===== src/rtl/mem_arbiter_pkg.sv =====
// mem_arbiter_pkg: shared definitions for the IF/MEM SRAM arbiter.
//   - RegValueW : pipeline register value width (data and instruction width)
//   - AddrW     : SRAM word-address width
//   - NopWord   : instruction word handed to IF when it is not being served
//   - arb_state_e : sequencer states (idle, read, three-phase write)
//   - owner_e     : which requester owns the transfer in flight
package mem_arbiter_pkg;

  localparam int unsigned RegValueW = 16;
  localparam int unsigned AddrW     = 16;

  localparam logic [RegValueW-1:0] NopWord = 16'h0800;

  typedef enum logic [2:0] {
    ArbIdle,
    ArbRd,
    ArbWrSetup,
    ArbWrPulse,
    ArbWrHold
  } arb_state_e;

  typedef enum logic {
    OwnIf,
    OwnMem
  } owner_e;

endpackage


===== src/rtl/mem_arbiter_if.sv =====
// mem_arbiter_if: pipeline-side bus between the IF/MEM stages and mem_arbiter.
//   IF  : if_req, if_addr -> ; <- if_data, if_valid
//   MEM : mem_rd, mem_wr, mem_addr, mem_wdata -> ; <- mem_rdata, mem_valid
//   stall <- pipeline freeze request
// Modports: master = pipeline stages, slave = arbiter.
interface mem_arbiter_if #(
  parameter int unsigned ADDR_W = 16,
  parameter int unsigned DATA_W = 16
);

  logic              if_req;
  logic [ADDR_W-1:0] if_addr;
  logic [DATA_W-1:0] if_data;
  logic              if_valid;

  logic              mem_rd;
  logic              mem_wr;
  logic [ADDR_W-1:0] mem_addr;
  logic [DATA_W-1:0] mem_wdata;
  logic [DATA_W-1:0] mem_rdata;
  logic              mem_valid;

  logic              stall;

  modport master (
    output if_req, if_addr, mem_rd, mem_wr, mem_addr, mem_wdata,
    input  if_data, if_valid, mem_rdata, mem_valid, stall
  );

  modport slave (
    input  if_req, if_addr, mem_rd, mem_wr, mem_addr, mem_wdata,
    output if_data, if_valid, mem_rdata, mem_valid, stall
  );

endinterface


===== src/rtl/mem_arbiter_sram_seq.sv =====
// mem_arbiter_sram_seq: SRAM sequencer (sram_seq) for mem_arbiter.
// Accepts one granted request while idle and runs it to completion:
//   read : IDLE -> RD -> IDLE, data captured at the closing edge of RD
//   write: IDLE -> WR_SETUP -> WR_PULSE -> WR_HOLD -> IDLE, we_n low only in WR_PULSE
// Ports:
//   clk, rst (sync, active-low)
//   gnt_valid/gnt_wr/gnt_owner/gnt_addr/gnt_wdata : granted request from the front end
//   idle                 : sequencer is in IDLE
//   if_data/if_valid     : captured instruction and its one-cycle valid
//   mem_rdata/mem_valid  : captured load data; valid also flags store completion
//   ram_addr/ram_dout/ram_drive/ram_en_n/ram_oe_n/ram_we_n : registered SRAM pins
//   ram_din              : SRAM read data
module mem_arbiter_sram_seq
  import mem_arbiter_pkg::*;
#(
  parameter int unsigned       ADDR_W   = AddrW,
  parameter int unsigned       DATA_W   = RegValueW,
  parameter logic [DATA_W-1:0] NOP_WORD = NopWord
) (
  input  logic              clk,
  input  logic              rst,
  input  logic              gnt_valid,
  input  logic              gnt_wr,
  input  owner_e            gnt_owner,
  input  logic [ADDR_W-1:0] gnt_addr,
  input  logic [DATA_W-1:0] gnt_wdata,
  output logic              idle,
  output logic [DATA_W-1:0] if_data,
  output logic              if_valid,
  output logic [DATA_W-1:0] mem_rdata,
  output logic              mem_valid,
  output logic [ADDR_W-1:0] ram_addr,
  output logic [DATA_W-1:0] ram_dout,
  input  logic [DATA_W-1:0] ram_din,
  output logic              ram_drive,
  output logic              ram_en_n,
  output logic              ram_oe_n,
  output logic              ram_we_n
);

  arb_state_e        state_q;
  owner_e            owner_q;
  logic [ADDR_W-1:0] ram_addr_q;
  logic [DATA_W-1:0] ram_dout_q;
  logic              drive_q, en_n_q, oe_n_q, we_n_q;
  logic [DATA_W-1:0] if_data_q, mem_rdata_q;
  logic              if_valid_q, mem_valid_q;

  always_ff @(posedge clk) begin
    if (!rst) begin
      // Reset also aborts a write in flight; we_n returns high with the rest.
      state_q     <= ArbIdle;
      owner_q     <= OwnIf;
      ram_addr_q  <= '0;
      ram_dout_q  <= '0;
      drive_q     <= 1'b0;
      en_n_q      <= 1'b1;
      oe_n_q      <= 1'b1;
      we_n_q      <= 1'b1;
      if_data_q   <= NOP_WORD;
      mem_rdata_q <= '0;
      if_valid_q  <= 1'b0;
      mem_valid_q <= 1'b0;
    end else begin
      if_valid_q  <= 1'b0;
      mem_valid_q <= 1'b0;
      unique case (state_q)
        ArbIdle: begin
          if (gnt_valid) begin
            ram_addr_q <= gnt_addr;
            owner_q    <= gnt_owner;
            en_n_q     <= 1'b0;
            if (gnt_wr) begin
              ram_dout_q <= gnt_wdata;
              drive_q    <= 1'b1;
              state_q    <= ArbWrSetup;
            end else begin
              oe_n_q  <= 1'b0;
              state_q <= ArbRd;
            end
          end
        end
        ArbRd: begin
          if (owner_q == OwnMem) begin
            mem_rdata_q <= ram_din;
            mem_valid_q <= 1'b1;
          end else begin
            if_data_q  <= ram_din;
            if_valid_q <= 1'b1;
          end
          oe_n_q  <= 1'b1;
          en_n_q  <= 1'b1;
          state_q <= ArbIdle;
        end
        ArbWrSetup: begin
          we_n_q  <= 1'b0;
          state_q <= ArbWrPulse;
        end
        ArbWrPulse: begin
          we_n_q  <= 1'b1;
          state_q <= ArbWrHold;
        end
        ArbWrHold: begin
          drive_q     <= 1'b0;
          en_n_q      <= 1'b1;
          mem_valid_q <= 1'b1;
          state_q     <= ArbIdle;
        end
        default: begin
          state_q <= ArbIdle;
        end
      endcase
    end
  end

  assign idle      = (state_q == ArbIdle);
  assign if_data   = if_data_q;
  assign if_valid  = if_valid_q;
  assign mem_rdata = mem_rdata_q;
  assign mem_valid = mem_valid_q;
  assign ram_addr  = ram_addr_q;
  assign ram_dout  = ram_dout_q;
  assign ram_drive = drive_q;
  assign ram_en_n  = en_n_q;
  assign ram_oe_n  = oe_n_q;
  assign ram_we_n  = we_n_q;

endmodule


===== src/rtl/mem_arbiter.sv =====
// mem_arbiter: shares one external SRAM between instruction fetch (IF) and the
// data memory stage (MEM). Priority mem_wr > mem_rd > if_req; one transfer at a time.
// Ports:
//   clk, rst (sync, active-low)
//   bus      : mem_arbiter_if.slave (IF/MEM request, response, stall)
//   ram_addr, ram_dout, ram_drive, ram_en_n, ram_oe_n, ram_we_n : SRAM pins (registered)
//   ram_din  : SRAM read data; the tristate itself is resolved above this block
// Build option:
//   MEM_ARB_NOP_INJECT_EN : if_data reads NOP_WORD whenever if_valid is low,
//                           otherwise if_data holds the last fetched instruction.
module mem_arbiter
  import mem_arbiter_pkg::*;
#(
  parameter int unsigned       ADDR_W   = AddrW,
  parameter int unsigned       DATA_W   = RegValueW,
  parameter logic [DATA_W-1:0] NOP_WORD = NopWord
) (
  input  logic              clk,
  input  logic              rst,
  mem_arbiter_if.slave      bus,
  output logic [ADDR_W-1:0] ram_addr,
  output logic [DATA_W-1:0] ram_dout,
  input  logic [DATA_W-1:0] ram_din,
  output logic              ram_drive,
  output logic              ram_en_n,
  output logic              ram_oe_n,
  output logic              ram_we_n
);

  logic              any_req;
  logic              mem_sel;
  logic              gnt_wr;
  owner_e            gnt_owner;
  logic [ADDR_W-1:0] gnt_addr;
  logic              idle;
  logic [DATA_W-1:0] if_data_raw;
  logic              if_valid;

  // Arbitration front end; the sequencer only looks at it while idle.
  // A simultaneous mem_rd is ignored when mem_wr is set.
  always_comb begin
    any_req   = bus.mem_wr | bus.mem_rd | bus.if_req;
    mem_sel   = bus.mem_wr | bus.mem_rd;
    gnt_wr    = bus.mem_wr;
    gnt_owner = mem_sel ? OwnMem : OwnIf;
    gnt_addr  = mem_sel ? bus.mem_addr : bus.if_addr;
  end

  mem_arbiter_sram_seq #(
    .ADDR_W   (ADDR_W),
    .DATA_W   (DATA_W),
    .NOP_WORD (NOP_WORD)
  ) u_sram_seq (
    .clk       (clk),
    .rst       (rst),
    .gnt_valid (any_req),
    .gnt_wr    (gnt_wr),
    .gnt_owner (gnt_owner),
    .gnt_addr  (gnt_addr),
    .gnt_wdata (bus.mem_wdata),
    .idle      (idle),
    .if_data   (if_data_raw),
    .if_valid  (if_valid),
    .mem_rdata (bus.mem_rdata),
    .mem_valid (bus.mem_valid),
    .ram_addr  (ram_addr),
    .ram_dout  (ram_dout),
    .ram_din   (ram_din),
    .ram_drive (ram_drive),
    .ram_en_n  (ram_en_n),
    .ram_oe_n  (ram_oe_n),
    .ram_we_n  (ram_we_n)
  );

  // A pending request stalls even in its own valid cycle until the requester drops it.
  assign bus.stall    = !idle || any_req;
  assign bus.if_valid = if_valid;

`ifdef MEM_ARB_NOP_INJECT_EN
  // IF/ID latches a bubble on every cycle without a fresh instruction.
  assign bus.if_data = if_valid ? if_data_raw : NOP_WORD;
`else
  assign bus.if_data = if_data_raw;
`endif

endmodule


===== src/flat_wrapper.sv =====
// flat-port wrapper written by rule: the top's interface ports become plain ports
module mem_arbiter_flat import mem_arbiter_pkg::*;
#(
  parameter int unsigned       ADDR_W   = AddrW,
  parameter int unsigned       DATA_W   = RegValueW,
  parameter logic [DATA_W-1:0] NOP_WORD = NopWord
)
  (clk, rst, ram_addr, ram_dout, ram_din, ram_drive, ram_en_n, ram_oe_n, ram_we_n, bus_if_req, bus_if_addr, bus_mem_rd, bus_mem_wr, bus_mem_addr, bus_mem_wdata, bus_if_data, bus_if_valid, bus_mem_rdata, bus_mem_valid, bus_stall);
  mem_arbiter_if #(.ADDR_W(ADDR_W), .DATA_W(DATA_W)) bus_i ();
  input  logic clk;
  input  logic rst;
  output logic [ADDR_W-1:0] ram_addr;
  output logic [DATA_W-1:0] ram_dout;
  input  logic [DATA_W-1:0] ram_din;
  output logic ram_drive;
  output logic ram_en_n;
  output logic ram_oe_n;
  output logic ram_we_n;
  input wire logic [$bits(bus_i.if_req)-1:0] bus_if_req;
  input wire logic [$bits(bus_i.if_addr)-1:0] bus_if_addr;
  input wire logic [$bits(bus_i.mem_rd)-1:0] bus_mem_rd;
  input wire logic [$bits(bus_i.mem_wr)-1:0] bus_mem_wr;
  input wire logic [$bits(bus_i.mem_addr)-1:0] bus_mem_addr;
  input wire logic [$bits(bus_i.mem_wdata)-1:0] bus_mem_wdata;
  output wire logic [$bits(bus_i.if_data)-1:0] bus_if_data;
  output wire logic [$bits(bus_i.if_valid)-1:0] bus_if_valid;
  output wire logic [$bits(bus_i.mem_rdata)-1:0] bus_mem_rdata;
  output wire logic [$bits(bus_i.mem_valid)-1:0] bus_mem_valid;
  output wire logic [$bits(bus_i.stall)-1:0] bus_stall;
  assign bus_i.if_req = bus_if_req;
  assign bus_i.if_addr = bus_if_addr;
  assign bus_i.mem_rd = bus_mem_rd;
  assign bus_i.mem_wr = bus_mem_wr;
  assign bus_i.mem_addr = bus_mem_addr;
  assign bus_i.mem_wdata = bus_mem_wdata;
  assign bus_if_data = bus_i.if_data;
  assign bus_if_valid = bus_i.if_valid;
  assign bus_mem_rdata = bus_i.mem_rdata;
  assign bus_mem_valid = bus_i.mem_valid;
  assign bus_stall = bus_i.stall;
  mem_arbiter #(.ADDR_W(ADDR_W), .DATA_W(DATA_W), .NOP_WORD(NOP_WORD)) u_core (.clk(clk), .rst(rst), .bus(bus_i), .ram_addr(ram_addr), .ram_dout(ram_dout), .ram_din(ram_din), .ram_drive(ram_drive), .ram_en_n(ram_en_n), .ram_oe_n(ram_oe_n), .ram_we_n(ram_we_n));
endmodule

===== config.mk =====
export PLATFORM = sky130hd
export DESIGN_NAME = mem_arbiter_flat
export DESIGN_NICKNAME = d
export VERILOG_FILES = /design/src/rtl/mem_arbiter_pkg.sv /design/src/rtl/mem_arbiter_if.sv /design/src/rtl/mem_arbiter_sram_seq.sv /design/src/rtl/mem_arbiter.sv /design/src/flat_wrapper.sv
export SDC_FILE = /design/constraint.sdc
export NUM_CORES = 1
export LEC_CHECK = 0
export BUFFER_PORTS_ARGS = -buffer_cell sky130_fd_sc_hd__buf_2
export CAP_MARGIN = 20
export CORE_MARGIN = 2
export CORE_UTILIZATION = 46
export CTS_CLUSTER_SIZE = 28
export DETAILED_ROUTE_END_ITERATION = 10
export PLACE_DENSITY_LB_ADDON = 0.15
export SLEW_MARGIN = 0
export SYNTH_ARGS = -nofsm -noshare
export SYNTH_HDL_FRONTEND = slang
export SYNTH_HIERARCHICAL = 1
export SYNTH_SLANG_ARGS = --single-unit
export TNS_END_PERCENT = 20

===== constraint.sdc =====
create_clock -name clk -period 1.8 [get_ports clk]
set_input_delay 0.09 -clock clk [delete_from_list [all_inputs] [get_ports clk]]
set_output_delay 0.09 -clock clk [all_outputs]
set_load 0.02 [all_outputs]

# Word level (Yosys, flattened, before mapping)
# Index checks and enable logic that the tools add are counted.
[word_totals]
reg_bits = 74
inputBits = 69
output_inout_bits = 71
[op_classes]
n_eq_ne = 7
n_mux = 17
n_bitwise = 3
n_reduce_logical = 16
[op_table]
columns = ["operator", "count"]
rows = [
  ["$mux 16", 1],
  ["$pmux 1 s2", 5],
  ["$reduce_and 2->1", 5],
  ["$pmux 3 s3", 1],
  ["$reduce_and 3->1", 3],
  ["$mux 1", 8],
  ["$reduce_bool 2->1", 4],
  ["$eq 3x2->1 const B", 2],
  ["$ne 2x2->1 const B", 2],
  ["$eq 3x1->1 const B", 1],
  ["$eq 3x3->1 const B", 1],
  ["$logic_not 3->1", 1],
  ["$mux 3", 1],
  ["$mux 2", 1],
  ["$ne 2x1->1 const B", 1],
  ["$or 1x1->1", 2],
  ["$reduce_or 2->1", 1],
  ["$logic_not 1->1", 1],
  ["$logic_or 1x1->1", 1],
  ["$not 1->1", 1],
]

# Depth between registers and ports, before layout
# Gate-level depths: netlist (run 1).
[logic_depth]
ltp_word = 4
depth_mapped = 6
depth_no_buf = 4

# By module
# The synthesis (run 1) kept the hierarchy.
[by_module_without_submodules]
columns = ["mod", "n_inst", "cells_per_inst", "area_each_um2", "seq_area_each_um2"]
rows = [
  ["mem_arbiter_sram_seq", 1, 332, 2746.4, 1481.4],
  ["mem_arbiter", 1, 21, 260.2, 0.0],
]

# Worst setup path after synthesis (run 1)
# Ideal clock, no wire load.
[synth_path]
path_type = "register to register"
start = "reg u_core.u_sram_seq.state_q[0]"
end = "reg u_core.u_sram_seq.ram_dout_q[10], in the netlist u_core/u_sram_seq/ram_dout[10]"
setup_ns = 0.132
t_arrival_ns = 1.379
required_ns = 1.668
setup_slack_ns = 0.288
stages_incl_launch_ff = 7
n_path_buf = 3
synth_period_minus_slack_ns = 1.512
cell_sequence = "dfxtp_1 > buf_6 > or4b_4 > buf_6 > buf_6 > o21ai_1 > a21oi_1"
[synth_via]
elab_chain_len = 2
[synth_lines]
columns = ["item", "line", "source"]
rows = [
  ["start, declared", "mem_arbiter_sram_seq.sv:41", "arb_state_e state_q;"],
  ["start signal, assigned", "mem_arbiter_sram_seq.sv:52", "state_q <= ArbIdle;"],
  ["start signal, assigned", "mem_arbiter_sram_seq.sv:76", "state_q <= ArbWrSetup;"],
  ["start signal, assigned", "mem_arbiter_sram_seq.sv:79", "state_q <= ArbRd;"],
  ["$logic_not 3->1", "mem_arbiter_sram_seq.sv:67", "unique case (state_q)"],
  ["$reduce_and 3->1 (no source line)", "-", ""],
  ["end signal, assigned", "mem_arbiter_sram_seq.sv:74", "ram_dout_q <= gnt_wdata;"],
  ["end, declared", "mem_arbiter_sram_seq.sv:44", "logic [DATA_W-1:0] ram_dout_q;"],
]
# No other way between the ends.
# A chain may end at the register's enable or synchronous reset.

# Final worst setup path (run 1)
[layout_path]
start = "reg u_core.u_sram_seq.state_q[0]"
end = "reg u_core.u_sram_seq.ram_dout_q[1], in the netlist u_core/u_sram_seq/ram_dout[1]"
# The elaborated chain is that of the path after synthesis.

==> summary by stage, run 1 <==
Status
The run finished with clean final reports.

Route
The highest metal layer used by the detailed router is met4. The detailed-routing iteration count for the pre-antenna-repair pass is 6. In the final routing, the length of wire on met1 measures 3450 µm. The final routed wirelength across all metal layers is 7720 µm. The number of nets with antenna violations after detailed routing is 0. The detailed route wirelength on metal3 is 505 µm. The per-cell routed wire length is 13.0 µm.

The final route contains 2965 vias. For this run, design rule violations remaining after detail routing come to 0. Wire segments on met2 add up to 3600 µm in the final route. The first-iteration detailed-routing DRC count is 136. Using the TritonRoute via totals, the vias-per-cell ratio works out to 4.98.

Layout
The layout overhead on the synthesized area is 40.4%. Of the cells placed in the final design, the portion with a size suffix greater than 1 is 36.1%. The number of antenna diodes in the final layout is 0.

In the final design database the tool counted 582 nets.

Synth
The most frequently used flop master after synthesis is sky130_fd_sc_hd__dfxtp_1. The sequential share of the synthesized area is 49.3%. The unique cell type count in the Yosys netlist is 34. The fraction of synthesis flops using an asynchronous set or reset pin is 0%. After synthesis, the cell types taking the most area are sky130_fd_sc_hd__dfxtp_1 (49%), sky130_fd_sc_hd__nand2_1 (8.4%), sky130_fd_sc_hd__nand3_1 (7.8%). In the synthesized netlist, the cells that appear most often are sky130_fd_sc_hd__dfxtp_1 (74), sky130_fd_sc_hd__nand2_1 (67), sky130_fd_sc_hd__nand3_1 (47), sky130_fd_sc_hd__a21oi_1 (37), sky130_fd_sc_hd__o21ai_1 (28). In this run the biggest area consumer among cell types represents 49.3% of the synthesized area. The post-synthesis instance total is 353. Counting flops with a built-in enable in the synthesized netlist gives 0.

The average size of a mapped cell is 8.52 µm². Counting flops and latches in the post-synthesis netlist gives 74. The synthesized netlist occupies a cell area of 0.00301 mm². Among all cell types in the netlist, the one instantiated most often is sky130_fd_sc_hd__dfxtp_1. The total nets after synthesis is 422. The cell type with the largest total area after synthesis is sky130_fd_sc_hd__dfxtp_1. The Yosys step of the flow raised 6 warnings.

Timing
The highest achievable clock rate is 626 MHz. The post-layout worst setup margin is 0.203 ns. Setup violations remaining at the end of the flow were counted as 0. The post-route fraction of the period consumed by the critical path is 88.7%. The final sum of negative setup slack is 0 ns. For the final database, setup skew stands at 0.0111 ns.

The measured slew at the worst slew-check pin is 0.479 ns. Setup repair after global routing left no endpoint under its margin. The worst path in the final design needs a cycle of 1.60 ns, including I/O delays and setup. Final hold analysis gives a worst-case slack of 0.0142 ns. Measured against its own limit, the worst slew margin works out to 68.0%.

The hold violation count in the final report is 0. The final max-slew violation count is 0.

Clock tree
The number of sinks handled by clock tree synthesis is 74. Buffers inserted during clock tree synthesis total 9. After clock tree synthesis, the clock-pin slew on the worst setup and hold paths is 0.07 ns. The clock tree synthesis step divided the H-tree into 3 levels.

The number of buffers on the longest clock path is 2. TritonCTS built the clock tree. Once the clock tree was built, the resizer swapped 0 gates to a different size.

Clock latency on the worst-skew pair, taken at its later pin, is 0.35 ns. The buffer cell driving the clock tree root is sky130_fd_sc_hd__clkbuf_8.

Die
The row count is 29. The region available for standard cell placement spans 0.00635 mm². The die covers 0.00720 mm². The initial utilization of the core area, before any placement, comes to 47.3%. Measured along the x axis, the die boundary spans 84.8 µm. In this run the vertical extent of the chip is 84.8 µm. During I/O placement, the number of pins put on the boundary was 140.

Critical path
Data on the critical path is required at its endpoint by 2.01 ns. The arrival time of the worst setup path is 1.81 ns. The worst setup path is captured at a register.

The class of the most critical setup path is reg2reg. The largest driver fanout on the critical path is 33. The sort of element at the start of the critical path is a register.

GRT
The number of antenna violations at the first check in global routing is 0. Entering global routing, the biggest net connects 35 pins. The number of global-route vias before repair is 2694. The first-pass GRT wire length is 12800 µm. The total grt overflow is 0. The global router's overall resource usage is 21.8%.

Min path
The min-delay analysis places its worst path in the category in2reg.

Pwr
After layout, the design draws a total of 3.86 mW. The maximum vdd ir drop is 0.472 mV. In this run the static leakage power is 1.96 nW. Dividing total power by cell area gives a power density of 914 mW/mm².

Placed design
The weighted congestion at the end of routability-driven global placement is 0.790. The port buffer count is 139. Detailed placement ended at an HPWL of 5020 µm. OpenSTA, run right after detailed placement, puts the worst setup slack at 0.186 ns.

Flow run
Across the run, the number of max-cap violations was 0.
-- placed cells by master, fill, tap and decap left out --
| cell type | count |
|---|---|
| sky130_fd_sc_hd__mux2i_1 | 1 |
| sky130_fd_sc_hd__a31oi_1 | 1 |
| sky130_fd_sc_hd__o311ai_0 | 1 |
| sky130_fd_sc_hd__dlygate4sd3_1 | 31 |
| sky130_fd_sc_hd__inv_1 | 4 |
| sky130_fd_sc_hd__clkinv_2 | 1 |
| sky130_fd_sc_hd__clkbuf_8 | 10 |
| sky130_fd_sc_hd__or4b_4 | 1 |
| sky130_fd_sc_hd__or4b_1 | 1 |
| sky130_fd_sc_hd__a211oi_1 | 2 |
| sky130_fd_sc_hd__o21ai_0 | 20 |
| sky130_fd_sc_hd__nor2b_1 | 2 |
| sky130_fd_sc_hd__o211ai_1 | 1 |
| sky130_fd_sc_hd__nand3b_1 | 1 |
| sky130_fd_sc_hd__nand2_1 | 67 |
| sky130_fd_sc_hd__a21oi_1 | 37 |
| sky130_fd_sc_hd__clkinvlp_4 | 3 |
| sky130_fd_sc_hd__bufinv_16 | 1 |
| sky130_fd_sc_hd__nor3_1 | 2 |
| sky130_fd_sc_hd__nor2_4 | 1 |
| sky130_fd_sc_hd__mux2_4 | 8 |
| sky130_fd_sc_hd__or3_2 | 1 |
| sky130_fd_sc_hd__nor2_1 | 5 |
| sky130_fd_sc_hd__o41ai_1 | 1 |
| sky130_fd_sc_hd__and3_1 | 1 |
| sky130_fd_sc_hd__nand3_1 | 47 |
| sky130_fd_sc_hd__nand2b_1 | 2 |
| sky130_fd_sc_hd__inv_2 | 1 |
| sky130_fd_sc_hd__buf_4 | 11 |
| sky130_fd_sc_hd__nor4b_4 | 1 |
| sky130_fd_sc_hd__buf_2 | 139 |
| sky130_fd_sc_hd__or3_1 | 1 |
| sky130_fd_sc_hd__mux2_2 | 8 |
| sky130_fd_sc_hd__dfxtp_1 | 74 |
| sky130_fd_sc_hd__and4bb_1 | 1 |
| sky130_fd_sc_hd__o21ai_1 | 28 |
| sky130_fd_sc_hd__clkinv_4 | 1 |
-- cell type report --
type,instances,area [µm²]
Fill cell,558,2130
Tap cell,77,96.3
Sequential cell,74,1480
Timing Repair Buffer,181,1090
Clock inverter,6,66.3
Clock buffer,10,138
Multi-Input combinational cell,242,1330
Inverter,5,18.8
-- metrics by stage --
step           instance area, µm²  instances  util [%]
3_5_place_dp                 3710        548      58.4
5_1_grt                      4220        595      66.5
2_1_floorplan                3010        353         -
6_report                     4220        595      66.5
4_1_cts                      4220        595      66.5
3_3_place_gp                 3710        548      58.4
-- power by group --
part           internal (mW)  switching, mW  leakage [nW]  total (mW)
registers               1.75         0.0588         0.605        1.80
logic                  0.314          0.440          1.26       0.754
clock network          0.677          0.622        0.0945        1.30
-- kinds of logic after synthesis --
family / synth area share (%)
AND/OR/NAND/NOR: 21.3
flip-flops: 49.3
buffers and inverters: 6.45
AO/OA/AOI/OAI: 15.7
multiplexers: 7.32
-- per-layer routing --
metal / GRT usage [%] / vias up
li1: - / 1532
met1: 29.6 / 1309
met2: 33.6 / 109
met3: 4.96 / 15
met4: 9.52 / 0
met5: 0 / -
-- registers in the layout, indices dropped and copies added (netlist names) --
name and cells:
u_core/u_sram_seq/mem_rdata 16, u_core/u_sram_seq/mem_valid 1, u_core/u_sram_seq/ram_addr 16, u_core/u_sram_seq/ram_drive 1, u_core/u_sram_seq/state_q 3, u_core/u_sram_seq/ram_oe_n 1
u_core/u_sram_seq/ram_dout 16, u_core/u_sram_seq/if_data 16, u_core/u_sram_seq/ram_en_n 1, u_core/u_sram_seq/ram_we_n 1, u_core/u_sram_seq/owner_q 1, u_core/u_sram_seq/if_valid 1
-- critical path: stages, from the launching register on --
cell                      delay [ns]
sky130_fd_sc_hd__dfxtp_1        0.38
sky130_fd_sc_hd__or4b_4         0.76
sky130_fd_sc_hd__o21ai_0        0.24
sky130_fd_sc_hd__a21oi_1        0.09
-- what timing repair did --
action,in CTS,in global routing
endpoints found under the hold margin,42,0
hold buffers,31,0
buffers inserted,0,0
-- worst paths after layout --
path | start | endpoint | slack [ns] | cells after the start
setup / recovery | u_core/u_sram_seq/state_q[0]$_SDFFE_PN0P_ | u_core/u_sram_seq/ram_dout[1]$_SDFFE_PN0P_ | 0.20 | 3
hold / removal | bus_mem_wdata[0] | u_core/u_sram_seq/ram_dout[0]$_SDFFE_PN0P_ | 0.01 | 3
setup reg to reg | u_core/u_sram_seq/state_q[0]$_SDFFE_PN0P_ | u_core/u_sram_seq/ram_dout[1]$_SDFFE_PN0P_ | 0.20 | 3
hold reg to reg | u_core/u_sram_seq/if_data[4]$_SDFFE_PN0P_ | u_core/u_sram_seq/if_data[4]$_SDFFE_PN0P_ | 0.45 | 2
(Power assumes the default switching activity.)
==> run 2: changes to the inputs <==
CTS_CLUSTER_SIZE = 30   (was 28)
SETUP_SLACK_MARGIN = 0.4   (was default)
==> run 2 against run 1 <==
Die area did not move. Combinational power is 21% higher. Critical endpoint is now u_core/u_sram_seq/if_data[7]$_SDFFE_PN0P_. Total power increased by 14%. Setup slack better by 0.029 ns. Highest routed layer unchanged. Register-to-register slack better by 0.03 ns. Routed wire length up 15%. Critical path type unchanged. Sequential share of layout area is 3.1 points lower.
==> summary by stage, run 2 (synthesis gave the netlist of run 1 again) <==
Status
The run finished with clean final reports.

Flow run
The number of max-cap violations is 0 (unchanged).

Pwr
The static power due to leakage is 2.17 nW (+11%). The power dissipated by switching net loads came to 1.20 mW (+6.7%). The maximum vdd ir drop is 0.608 mV (+29%). The power share of the sequential group is 40.9% (-5.9 points). The portion of total power attributed to the clock network was 38.4% (+4.7 points).

The internal power of the cells is 3.22 mW (+18%). The switching share of total power is 27.1% (-2.0 points). The portion of total power attributed to combinational logic is 20.7% (+1.2 points).

The power density of the placed cells is 950 mW/mm² (+3.9%).

Route
The detailed-routing iteration count for the pre-antenna-repair pass was 5 (-1). The final routed wirelength across all metal layers was 8880 µm (+15%). The per-cell routed wire length came to 14.4 µm (+11%). The first-iteration detailed-routing DRC count was 194 (+43%). The number of remaining DRC errors is 0 (unchanged). The detail-routed via count per cell is 5.20 (+4.3%). The number of vias after detailed routing is 3202 (+8.0%). The number of nets with antenna violations after detailed routing is 0 (unchanged).

Die
The row count was 29 (unchanged). The area of the die is 0.00720 mm² (unchanged). The height of the die is 84.8 µm (unchanged).

The initial core utilization is 47.3% (unchanged). The total I/O pin count came to 140 (unchanged). The core area is 0.00635 mm² (unchanged). The overall die width was 84.8 µm (unchanged).

Timing
The measured slew at the worst slew-check pin is 0.540 ns (+0.0611 ns). The count of endpoints failing setup in the final report is 0 (unchanged). Setup repair after global routing could not meet its margin everywhere. The final max-slew violation count is 0 (unchanged). The normalized max-slew margin is 63.9% (-4.1 points). The shortest clock period the worst path allows after layout was 1.57 ns (-0.0293 ns). The post-route fraction of the period consumed by the critical path came to 87.1% (-1.6 points). The highest achievable clock rate was 638 MHz (+1.9%).

The hold violation count in the final report is 0 (unchanged). The final sum of negative setup slack is 0 ns (unchanged). The setup skew after layout is 0.00858 ns (-0.00248 ns).

Clock tree
The clock insertion delay at the later pin of the skew report is 0.36 ns (about the same). The CTS tree is done. The clock-pin slew of the registers on the worst-case setup and hold paths is 0.09 ns (+0.02 ns). The number of buffers created by CTS is 9 (unchanged). The number of sinks handled by clock tree synthesis is 74 (unchanged).

The number of buffers on the longest clock path was 2 (unchanged). The buffer cell driving the clock tree root is sky130_fd_sc_hd__clkbuf_8. The number of H-tree levels was 3 (unchanged).

Critical path
The cell class contributing the biggest share of worst-path delay is simple AND/OR/NAND/NOR gates. STA classifies the critical path startpoint as a register. The slowest stage of the critical path is the sky130_fd_sc_hd__or4b_4 cell.

The arrival time of the worst setup path came to 1.82 ns (about the same). The largest stage delay on the critical path is 0.59 ns (-0.17 ns). The internal reg-to-reg setup slack is 0.23 ns (+0.03 ns).

The signal on the critical path passes through buf_8, or4b_4, buf_6, buf_16, nand3_2, o21ai_2. The largest driver fanout on the critical path is 8 (-76%). The endpoint required time on the critical path is 2.06 ns (+0.05 ns). The sum of buffers and inverters on the critical path is 3 (+3). The worst setup path is captured at a register. The critical path in this run is classified as reg2reg.

Placed design
The number of placed instances with taps included is 549 (+0.18%). The HPWL reported at the end of detailed placement is 5000 µm (-0.37%). The weighted congestion at the end of routability-driven global placement is 0.800 (+1.3%). The port buffer count is 139 (unchanged).

Layout
The layout overhead on the synthesized area is 54.6%. The final cell count without fillers is 616 (+3.5%). The share of cells above drive strength 1 is 43.0% (+6.9 points). Leaving out fill and tap cells, the most frequent cell in the layout is sky130_fd_sc_hd__buf_2. The total inserted antenna cells came to 0 (unchanged). The final net count is 603 (+3.6%). The top cell types in the final layout, fill and taps aside, are sky130_fd_sc_hd__buf_2 (139), sky130_fd_sc_hd__dfxtp_1 (71), sky130_fd_sc_hd__nand2_1 (67), sky130_fd_sc_hd__nand3_1 (39), sky130_fd_sc_hd__a21oi_1 (36).

GRT
The total grt overflow is 0 (unchanged). The number of antenna violations at the first check in global routing is 0 (unchanged). The pin count of the biggest net entering global routing is 52 (+49%). The global router's overall resource usage was 24.0% (+2.1 points). The first-pass GRT wire length was 13700 µm (+7.6%). The number of global-route vias before repair is 2975 (+10%).

Min path
The worst min-delay path class is in2reg.
-- run 2: cell type report --
class	count	area, µm²
Tap cell	77	96.3
Timing Repair Buffer	199	1320
Clock inverter	7	141
Clock buffer	9	124
Sequential cell	74	1490
Inverter	5	18.8
Fill cell	471	1700
Multi-Input combinational cell	245	1460
-- run 2: power groups by stage --
stage | Combinational, mW | Clock (mW) | Sequential, mW
after floorplan | 0.358 | 0 | 1.96
after CTS | 0.883 | 1.71 | 1.80
after detailed placement | 0.707 | 0 | 1.84
final | 0.913 | 1.70 | 1.81
after global routing | 0.982 | 1.77 | 1.82
after global placement | 0.698 | 0 | 1.83
-- run 2: per-stage QoR --
step	total power [mW]	instance area (µm²)	hold WS, ns	util (%)	worst slack (ns)
floorplan	2.32	3010	0.215	-	0.332
global placement	2.53	3710	0.325	58.5	0.0952
detailed placement	2.54	3710	0.321	58.5	0.0941
CTS	4.40	4580	0.00548	72.1	0.282
global route	4.57	4650	0.00899	73.2	0.200
finish	4.42	4650	0.00428	73.2	0.232
-- run 2: metal layers --
metal / GRT usage, % / vias to the layer above / routed length, µm
li1: - / 1591 / -
met1: 27.6 / 1472 / 3580
met2: 42.9 / 125 / 4510
met3: 4.96 / 14 / 622
met4: 10.1 / 0 / 168
met5: 0 / - / 0
-- run 2: timing repair --
action,4_1_cts,5_1_grt
hold endpoints to repair,44,0
pin swaps,21,7
endpoints found under the setup margin,51,64
gates cloned,6,0
buffers inserted,10,5
hold buffers,30,0
gates resized for setup,31,9
-- run 2: worst reg2reg max path: stages (launching register included) --
cell and delay, ns:
sky130_fd_sc_hd__dfxtp_2 0.34, sky130_fd_sc_hd__buf_8 0.13, sky130_fd_sc_hd__or4b_4 0.59, sky130_fd_sc_hd__buf_6 0.16, sky130_fd_sc_hd__buf_16 0.14, sky130_fd_sc_hd__nand3_2 0.07
sky130_fd_sc_hd__o21ai_2 0.06
-- run 2: path summary, 6_finish.rpt --
| kind | start | endpoint | cells past startpoint |
|---|---|---|---|
| hold reg to reg | u_core/u_sram_seq/ram_addr[4]$_SDFFE_PN0P_ | u_core/u_sram_seq/ram_addr[4]$_SDFFE_PN0P_ | 2 |
| setup / recovery | u_core/u_sram_seq/state_q[1]$_SDFFE_PN0P_ | u_core/u_sram_seq/if_data[7]$_SDFFE_PN0P_ | 6 |
| hold / removal | bus_mem_wdata[5] | u_core/u_sram_seq/ram_dout[5]$_SDFFE_PN0P_ | 3 |
| setup reg to reg | u_core/u_sram_seq/state_q[1]$_SDFFE_PN0P_ | u_core/u_sram_seq/if_data[7]$_SDFFE_PN0P_ | 6 |
